File: config.mk
export PLATFORM = sky130hd
export DESIGN_NAME = prefix_adder_pipe_flat
export DESIGN_NICKNAME = d
export VERILOG_FILES = /design/src/rtl/prefix_adder_pipe_pkg.sv /design/src/rtl/prefix_adder_pipe_if.sv /design/src/rtl/prefix_adder_pipe_ks_prefix_stage.sv /design/src/rtl/prefix_adder_pipe.sv /design/src/flat_wrapper.sv
export SDC_FILE = /design/constraint.sdc
export NUM_CORES = 1
export LEC_CHECK = 0
export CORE_MARGIN = 3
export CORE_UTILIZATION = 63
export DETAILED_ROUTE_END_ITERATION = 8
export PLACE_DENSITY = 0.87
export SYNTH_ARGS = -nofsm -noshare
export SYNTH_HDL_FRONTEND = slang
export SYNTH_SLANG_ARGS = --single-unit
export TNS_END_PERCENT = 50
File: constraint.sdc
create_clock -name clk -period 2 [get_ports clk]
set_input_delay 0.4 -clock clk [delete_from_list [all_inputs] [get_ports clk]]
set_output_delay 0.4 -clock clk [all_outputs]
set_load 0.05 [all_outputs]
File: src/rtl/prefix_adder_pipe_pkg.sv
// Shared types and helpers for the pipelined Kogge-Stone adder.
package prefix_adder_pipe_pkg;

  typedef struct packed {
    logic g;
    logic p;
  } pg_t;

  // Black cell: merge a high group with the adjacent low group.
  function automatic pg_t black(input pg_t h, input pg_t l);
    pg_t r;
    r.g = h.g | (h.p & l.g);
    r.p = h.p & l.p;
    return r;
  endfunction

  // Gray cell: only the group generate is needed (low side is a carry).
  function automatic logic gray(input pg_t h, input logic gl);
    return h.g | (h.p & gl);
  endfunction

  // Number of registered prefix stages for a given width and levels per stage.
  function automatic int unsigned num_levels(input int unsigned width, input int unsigned lreg);
    return ($clog2(width) + lreg - 1) / lreg;
  endfunction

  // Span of prefix level i.
  function automatic int unsigned lvl_span(input int unsigned lvl);
    return 32'd1 << lvl;
  endfunction

endpackage

File: src/rtl/prefix_adder_pipe_if.sv
// Valid/ready operand and result stream for prefix_adder_pipe.
interface prefix_adder_pipe_if #(
  parameter int unsigned WIDTH = 16
);
  logic             in_valid;
  logic             in_ready;
  logic [WIDTH-1:0] a;
  logic [WIDTH-1:0] b;
  logic             cin;
  logic             sub;
  logic             out_valid;
  logic             out_ready;
  logic [WIDTH-1:0] sum;
  logic             cout;
  logic             ovf;
  logic             zero;

  modport master (
    output in_valid, a, b, cin, sub, out_ready,
    input  in_ready, out_valid, sum, cout, ovf, zero
  );

  modport slave (
    input  in_valid, a, b, cin, sub, out_ready,
    output in_ready, out_valid, sum, cout, ovf, zero
  );
endinterface

File: src/rtl/prefix_adder_pipe_ks_prefix_stage.sv
// One registered group of Kogge-Stone prefix levels with its valid bit.
// Side data (raw propagate, carry-in) rides along unchanged.
module ks_prefix_stage
  import prefix_adder_pipe_pkg::*;
#(
  parameter int unsigned WIDTH     = 16,
  parameter int unsigned FIRST_LVL = 0,
  parameter int unsigned NLVL      = 1,
  parameter int unsigned SW        = 17
) (
  input  logic                 clk,
  input  logic                 rst_n,
  input  logic                 i_adv,
  input  logic                 i_valid,
  input  pg_t  [WIDTH-1:0]     i_pg,
  input  logic [SW-1:0]        i_side,
  output logic                 o_valid,
  output pg_t  [WIDTH-1:0]     o_pg,
  output logic [SW-1:0]        o_side
);

  pg_t  [WIDTH-1:0] w_lvl [NLVL+1];
  logic             r_valid;
  pg_t  [WIDTH-1:0] r_pg;
  logic [SW-1:0]    r_side;

  // Combinational prefix levels: bit j merges with bit j-span where it exists.
  always_comb begin
    int unsigned span;
    w_lvl    = '{default: '0};
    w_lvl[0] = i_pg;
    for (int unsigned l = 0; l < NLVL; l++) begin
      span = lvl_span(FIRST_LVL + l);
      for (int unsigned j = 0; j < WIDTH; j++) begin
        if (j >= span) w_lvl[l+1][j] = black(w_lvl[l][j], w_lvl[l][j-span]);
        else           w_lvl[l+1][j] = w_lvl[l][j];
      end
    end
  end

  // Stage register; moves only on global advance.
  always_ff @(posedge clk or negedge rst_n) begin
    if (!rst_n) begin
      r_valid <= 1'b0;
      r_pg    <= '0;
      r_side  <= '0;
    end else if (i_adv) begin
      r_valid <= i_valid;
      r_pg    <= w_lvl[NLVL];
      r_side  <= i_side;
    end
  end

  assign o_valid = r_valid;
  assign o_pg    = r_pg;
  assign o_side  = r_side;

endmodule

File: src/rtl/prefix_adder_pipe.sv
// Fully pipelined Kogge-Stone adder/subtractor with valid/ready stream and
// cout/ovf/zero flags. Optional macro ADDER_SAT_EN saturates on signed overflow.
module prefix_adder_pipe
  import prefix_adder_pipe_pkg::*;
#(
  parameter int unsigned WIDTH     = 16,
  parameter int unsigned LEVEL_REG = 1
) (
  input  logic                clk,
  input  logic                rst_n,
  prefix_adder_pipe_if.slave  io_bus
);

  localparam int unsigned LOG2W = $clog2(WIDTH);
  localparam int unsigned NL    = num_levels(WIDTH, LEVEL_REG);
  localparam int unsigned SW    = WIDTH + 1;  // {cin', raw propagate}

  logic             r_init;
  logic             w_adv;
  logic             w_accept;
  logic             w_cin;
  logic [WIDTH-1:0] w_b;
  pg_t  [WIDTH-1:0] w_pg0;
  logic [SW-1:0]    w_side0;

  logic             w_v    [NL+1];
  pg_t  [WIDTH-1:0] w_pg   [NL+1];
  logic [SW-1:0]    w_side [NL+1];

  logic [WIDTH-1:0] w_g;
  logic [WIDTH-1:0] w_p_last;
  logic             w_unused_p;
  logic [WIDTH-1:0] w_carry;
  logic [WIDTH-1:0] w_sum;
  logic             w_ovf;

  logic             r_out_valid;
  logic [WIDTH-1:0] r_sum;
  logic             r_cout;
  logic             r_ovf;
  logic             r_zero;

  assign w_adv           = !r_out_valid || io_bus.out_ready;
  assign io_bus.in_ready = r_init && w_adv;
  assign w_accept        = io_bus.in_valid && r_init && w_adv;
  assign w_b             = io_bus.sub ? ~io_bus.b : io_bus.b;
  assign w_cin           = io_bus.sub | io_bus.cin;

  // Holds in_ready low until the first clock after reset release.
  always_ff @(posedge clk or negedge rst_n) begin
    if (!rst_n) r_init <= 1'b0;
    else        r_init <= 1'b1;
  end

  // Bit-level PG; carry-in is folded into bit 0 so its group never needs it again.
  always_comb begin
    for (int unsigned i = 0; i < WIDTH; i++) begin
      w_pg0[i].g = io_bus.a[i] & w_b[i];
      w_pg0[i].p = io_bus.a[i] ^ w_b[i];
    end
    w_pg0[0].g = gray(w_pg0[0], w_cin);
    w_pg0[0].p = 1'b0;
    w_side0    = {w_cin, io_bus.a ^ w_b};
  end

  // S0 register: captures the accepted beat (or a bubble) on advance.
  always_ff @(posedge clk or negedge rst_n) begin
    if (!rst_n) begin
      w_v[0]    <= 1'b0;
      w_pg[0]   <= '0;
      w_side[0] <= '0;
    end else if (w_adv) begin
      w_v[0]    <= w_accept;
      w_pg[0]   <= w_pg0;
      w_side[0] <= w_side0;
    end
  end

  for (genvar k = 0; k < NL; k++) begin : g_stage
    localparam int unsigned LO  = k * LEVEL_REG;
    localparam int unsigned NLV = (LOG2W - LO < LEVEL_REG) ? LOG2W - LO : LEVEL_REG;
    ks_prefix_stage #(
      .WIDTH    (WIDTH),
      .FIRST_LVL(LO),
      .NLVL     (NLV),
      .SW       (SW)
    ) u_stage (
      .clk    (clk),
      .rst_n  (rst_n),
      .i_adv  (w_adv),
      .i_valid(w_v[k]),
      .i_pg   (w_pg[k]),
      .i_side (w_side[k]),
      .o_valid(w_v[k+1]),
      .o_pg   (w_pg[k+1]),
      .o_side (w_side[k+1])
    );
  end

  // Sum stage: carries are group generates shifted up with cin' at bit 0.
  always_comb begin
    w_g      = '0;
    w_p_last = '0;
    for (int unsigned i = 0; i < WIDTH; i++) begin
      w_g[i]      = w_pg[NL][i].g;
      w_p_last[i] = w_pg[NL][i].p;
    end
    w_carry = {w_g[WIDTH-2:0], w_side[NL][WIDTH]};
    w_sum   = w_side[NL][WIDTH-1:0] ^ w_carry;
    w_ovf   = w_g[WIDTH-1] ^ w_g[WIDTH-2];
`ifdef ADDER_SAT_EN
    // On overflow the wrapped MSB is the inverse of the true sign.
    if (w_ovf) w_sum = w_sum[WIDTH-1] ? {1'b0, {(WIDTH-1){1'b1}}} : {1'b1, {(WIDTH-1){1'b0}}};
`endif
  end

  assign w_unused_p = ^w_p_last;

  // Output register: held while the consumer stalls.
  always_ff @(posedge clk or negedge rst_n) begin
    if (!rst_n) begin
      r_out_valid <= 1'b0;
      r_sum       <= '0;
      r_cout      <= 1'b0;
      r_ovf       <= 1'b0;
      r_zero      <= 1'b0;
    end else if (w_adv) begin
      r_out_valid <= w_v[NL];
      r_sum       <= w_sum;
      r_cout      <= w_g[WIDTH-1];
      r_ovf       <= w_ovf;
      r_zero      <= ~|w_sum;
    end
  end

  assign io_bus.out_valid = r_out_valid;
  assign io_bus.sum       = r_sum;
  assign io_bus.cout      = r_cout;
  assign io_bus.ovf       = r_ovf;
  assign io_bus.zero      = r_zero;

endmodule
File: src/flat_wrapper.sv
// flat-port wrapper written by rule: the top's interface ports become plain ports
module prefix_adder_pipe_flat import prefix_adder_pipe_pkg::*;
#(
  parameter int unsigned WIDTH     = 16,
  parameter int unsigned LEVEL_REG = 1
)
  (clk, rst_n, io_bus_in_valid, io_bus_a, io_bus_b, io_bus_cin, io_bus_sub, io_bus_out_ready, io_bus_in_ready, io_bus_out_valid, io_bus_sum, io_bus_cout, io_bus_ovf, io_bus_zero);
  prefix_adder_pipe_if #(.WIDTH(WIDTH)) io_bus_i ();
  input  logic clk;
  input  logic rst_n;
  input wire logic [$bits(io_bus_i.in_valid)-1:0] io_bus_in_valid;
  input wire logic [$bits(io_bus_i.a)-1:0] io_bus_a;
  input wire logic [$bits(io_bus_i.b)-1:0] io_bus_b;
  input wire logic [$bits(io_bus_i.cin)-1:0] io_bus_cin;
  input wire logic [$bits(io_bus_i.sub)-1:0] io_bus_sub;
  input wire logic [$bits(io_bus_i.out_ready)-1:0] io_bus_out_ready;
  output wire logic [$bits(io_bus_i.in_ready)-1:0] io_bus_in_ready;
  output wire logic [$bits(io_bus_i.out_valid)-1:0] io_bus_out_valid;
  output wire logic [$bits(io_bus_i.sum)-1:0] io_bus_sum;
  output wire logic [$bits(io_bus_i.cout)-1:0] io_bus_cout;
  output wire logic [$bits(io_bus_i.ovf)-1:0] io_bus_ovf;
  output wire logic [$bits(io_bus_i.zero)-1:0] io_bus_zero;
  assign io_bus_i.in_valid = io_bus_in_valid;
  assign io_bus_i.a = io_bus_a;
  assign io_bus_i.b = io_bus_b;
  assign io_bus_i.cin = io_bus_cin;
  assign io_bus_i.sub = io_bus_sub;
  assign io_bus_i.out_ready = io_bus_out_ready;
  assign io_bus_in_ready = io_bus_i.in_ready;
  assign io_bus_out_valid = io_bus_i.out_valid;
  assign io_bus_sum = io_bus_i.sum;
  assign io_bus_cout = io_bus_i.cout;
  assign io_bus_ovf = io_bus_i.ovf;
  assign io_bus_zero = io_bus_i.zero;
  prefix_adder_pipe #(.WIDTH(WIDTH), .LEVEL_REG(LEVEL_REG)) u_core (.clk(clk), .rst_n(rst_n), .io_bus(io_bus_i));
endmodule
# Yosys cells after proc, flatten, opt, wreduce, memory -nomap -nowiden
# Cells that the tools add are included.
[word_totals] ff_bits=240 input_bits=38
[classes] muxes=1 bitwise=171 n_reduce_logical=7
[ops] operator="$and 1x1->1" count=100
[ops] operator="$or 1x1->1" count=51
[ops] operator="$xor 16x16->16" count=2
[ops] operator="$xor 1x1->1" count=17
[ops] operator="$mux 16" count=1
[ops] operator="$not 16->16" count=1
[ops] operator="$reduce_or 16->1" count=1
[ops] operator="$logic_and 1x1->1" count=3
[ops] operator="$logic_not 1->1" count=2
[ops] operator="$logic_or 1x1->1" count=1

# Depth between registers and ports, before layout
[logic_depth] word_depth=5 depth_mapped=6 mapped_depth_nobuf=4

# Cells and area by module
# Synthesis repeated with hierarchy kept, for this count alone.
[unflattened] hier_cells=830 area_unflattened_um2=10596.4
[modules_own_cells] module="prefix_adder_pipe" seq_area_each_um2=1376.3 area_per_inst_um2=2575.0 n_inst=1 cells_each=201
[modules_own_cells] module="ks_prefix_stage (u_core.g_stage[1].u_stage)" seq_area_each_um2=1251.2 area_per_inst_um2=2072.0 n_inst=1 cells_each=165
[modules_own_cells] module="ks_prefix_stage (u_core.g_stage[0].u_stage)" seq_area_each_um2=1251.2 area_per_inst_um2=2029.4 n_inst=1 cells_each=169
[modules_own_cells] module="ks_prefix_stage (u_core.g_stage[2].u_stage)" seq_area_each_um2=1251.2 area_per_inst_um2=1980.6 n_inst=1 cells_each=156
[modules_own_cells] module="ks_prefix_stage (u_core.g_stage[3].u_stage)" seq_area_each_um2=1251.2 area_per_inst_um2=1939.4 n_inst=1 cells_each=139

# Least setup slack after synthesis
# Ideal clock, no wire load.
[synth_path] path_kind="reg2out" startpoint="reg u_core.r_out_valid, in the netlist u_core.io_bus.out_valid" endpoint="out io_bus_in_ready" stages_incl_launch_ff=5 path_slack_ps=196 t_arrival_ps=1404 cell_sequence="dfrtp_1 -> nand2b_1 -> buf_2 -> buf_2 -> and2_1"
[synth_between] elab_chain_len=3
[synth_rtl] item="start, declared" line_no="prefix_adder_pipe.sv:37" source="logic r_out_valid;"
[synth_rtl] item="start signal, assigned" line_no="prefix_adder_pipe.sv:128" source="r_out_valid <= w_v[NL];"
[synth_rtl] item="$logic_not 1->1" line_no="prefix_adder_pipe.sv:43" source="assign w_adv = !r_out_valid || io_bus.out_ready;"
[synth_rtl] item="$logic_or 1x1->1" line_no="prefix_adder_pipe.sv:43"
[synth_rtl] item="$logic_and 1x1->1" line_no="prefix_adder_pipe.sv:44" source="assign io_bus.in_ready = r_init && w_adv;"
[synth_rtl] item="end, declared" line_no="flat_wrapper.sv:17" source="output wire logic [$bits(io_bus_i.in_ready)-1:0] io_bus_in_ready;"
# No other way between the ends.

# Worst setup path after layout
[layout_path] startpoint="in io_bus_out_ready" endpoint="out io_bus_in_ready"
[layout_between] elab_chain_len=2
[layout_rtl] item="start, declared" line_no="flat_wrapper.sv:16" source="input wire logic [$bits(io_bus_i.out_ready)-1:0] io_bus_out_ready;"
[layout_rtl] item="$logic_or 1x1->1" line_no="prefix_adder_pipe.sv:43"
[layout_rtl] item="$logic_and 1x1->1" line_no="prefix_adder_pipe.sv:44"
# No other way between the ends.

==> metrics.txt <==
R2R Setup Slk approximately 640 ps; Avg Inst Size Synth about 9.2 um^2; critical path type in2out; DRC 0; clk_lat worst skew 490 ps; worst hold path class in2async; Distinct cells, synth 22; Synth Area in Adders 2.19%; Antenna Cells 0; Setup Viol. Count Final 0; area of the mapped netlist approximately 9100 um^2; dpl hpwl approximately 13 mm; minimum clock period between 1500 and 2000 ps; Worst-path clk slew roughly 60 ps; synthesized netlist cell count 994; Die Area around 16000 um^2; Initial Util around two thirds; core footprint approximately 14000 um^2; Root Buffer clkbuf_16; Mapped Nets 1048; Slew Viols, Final 0; CP endpoint kind output port; worst path required time ~1600 ps; Total Nets Final roughly 1100; Worst setup SP type primary input; Die X-Extent around 130 um; final period utilization a little over nine tenths; Fillers between 800 and 900; worst hold margin around 420 ps; Clock Path Buffers 3; final hold viol count 0; DR WL/cell about 16 um; initial antenna violation count 0; H-tree depth 1; RSZ-0062 raised after global routing false; Synth Area in XOR/XNOR approximately 3.2%; CP cell instances clkdlybuf4s50_1 -> nand2b_4 -> and2_1 -> buf_12; pre-CTS WS 58.9 ps; Setup Fix Bufs, Post-CTS 0; setup TNS 0 ps; number of global-route vias before repair about 7000; CTS sink cnt between 200 and 250; PortBufs a little under 60; P_leak 5.43 nW; multi-input logic area 3230 um^2; sequential cell area 5630 um^2; PwrDens 1550 nW/um^2; worst ir drop on vdd about 0.75 mV; layout cells sized above 1 slightly above 6%; Overflow after GRT 0; via count a little under 7000; Worst Path Max Fanout 5; worst setup margin 97.8 ps; Post-synth EDFFs 0; initial detailed-routing violation count ~650; Routed WL around 20 mm; chip height about 130 um; CP peak stage delay 540 ps; clock tree from TritonCTS done; Detailed Routing Iterations Pass 1 5; CP Data Arrival Time approximately 1500 ps; area added between synthesis and finish 17.3%; ys async rst share between 90% and 100%; Yosys reg bits around 230; Post-Synth Simple-Gate Area a little under a quarter; Vias/cell about 5.6; YS warnings 0; pin count of the biggest net entering global routing 91; clk_skew between 10 and 15 ps; std cell rows 43; first-pass GRT wire length ~33 mm; cts bufs inserted 23; outcome complete, no violations; Placer Congestion 0.791; maximum capacitance violations 0; post-synthesis mux area share 0%; IO Count between 50 and 60; worst-path cell with the longest stage delay clkdlybuf4s50_1; Synth Flop Type dfrtp_1; antenna viol nets, final 0; sequential area share after synthesis a little over 60%; Max Clk Rate between 500 and 600 MHz; Synth Area in Compound Gates 6.28%; Total GRT Usage between 20% and 30%; reg2reg path depth 4; largest family of logic cells by synthesized area simple AND/OR/NAND/NOR gates
## state kept, by name, summed over array words and instances, names as in the netlist
| name | flops |
|---|---|
| u_core.w_v | 1 |
| u_core.r_init | 1 |
| u_core.w_side | 17 |
| u_core.io_bus.out_valid | 1 |
| u_core.g_stage.u_stage.o_side | 68 |
| u_core.io_bus.zero | 1 |
| u_core.io_bus.cout | 1 |
| u_core.io_bus.sum | 16 |
| u_core.w_pg | 16 |
| u_core.io_bus.ovf | 1 |
| u_core.g_stage.u_stage.o_pg | 98 |
| u_core.g_stage.u_stage.o_valid | 4 |
## final cells by class
class                           instances  share of cell area [%]
Clock buffer                           33                    6.11
Sequential cell                       225                    52.6
Clock inverter                          7                   0.327
Inverter                                1                  0.0351
Multi-Input combinational cell        716                    30.2
Tap cell                              180                    2.11
Timing Repair Buffer                   84                    8.58
## metal layers
layer | wire length (um) | global-route usage (%)
met1 | 8110 | 33.5
met2 | 10400 | 45.0
met3 | 1010 | 3.24
met4 | 537 | 7.76
met5 | 0 | 0
## worst paths after layout
check,endpoint,startpoint
worst max-delay path,io_bus_in_ready,io_bus_out_ready
worst min-delay path,u_core.g_stage[1].u_stage.o_valid,rst_n
worst max register to register,u_core.g_stage[2].u_stage.o_side[11],u_core.io_bus.out_valid
worst min register to register,u_core.io_bus.out_valid,u_core.g_stage[3].u_stage.o_valid
max in group asynchronous,u_core.w_side[69],rst_n
min in group clk,u_core.io_bus.out_valid,u_core.g_stage[3].u_stage.o_valid
## power by group
group          switching (mW)  internal (mW)  total, mW
clock network            1.64           2.26       3.90
registers                1.51           6.40       7.91
logic                    3.08           1.70       4.78
## per-stage QoR
step / util (%) / total power, mW / instances / instance area (um^2)
floorplan: - / 10.9 / 994 / 9120
global placement: 71.4 / 12.4 / 1205 / 10000
detailed placement: 71.4 / 12.7 / 1205 / 10000
CTS: 76.2 / 16.6 / 1246 / 10700
global route: 76.2 / 17.6 / 1246 / 10700
finish: 76.2 / 16.6 / 1246 / 10700
## logic make-up (layout without fill, tap and decap cells)
family,after synthesis,in the layout
AOI/OAI and AO/OA,112,112
xor gates and xnor gates,33,33
adders and majority gates,16,16
buffers and inverters,53,125
DFF,225,225
other,1,1
and+or+nand+nor,554,554
## Yosys cell counts, drive strengths merged, types with 2 or more instances
master  count  share of area (%)
nor2       32                1.3
xnor2      11                1.1
clkbuf      5               0.21
nand4       3               0.21
dfrtp     225                 62
nand3      35                1.9
o21ai      51                2.8
buf        47                2.7
nand2b      2               0.14
nand2     478                 20
ha         16                2.2
a21oi      59                3.2
xor2       22                2.1
## repair_timing
item,CTS,global route
endpoints found under the setup margin,20,0
resized for setup,20,0
hold endpoints to repair,47,0
hold buffers,1,0
## critical path, delay by kind of cell
kind | cells | cell delay (ps)
simple gates | 2 | 410
buf+inv | 2 | 690
## layout by cell type (no fill, tap or decap), types with 16 or more instances in the layout
master,count
o21ai_0,51
dfrtp_1,225
nand2_1,478
clkdlybuf4s50_1,36
dlygate4sd2_1,20
nand3_1,35
a21oi_1,59
xor2_1,22
ha_1,16
nor2_1,32
clkbuf_16,23
No activity file was read; power rests on OpenSTA's default activity.
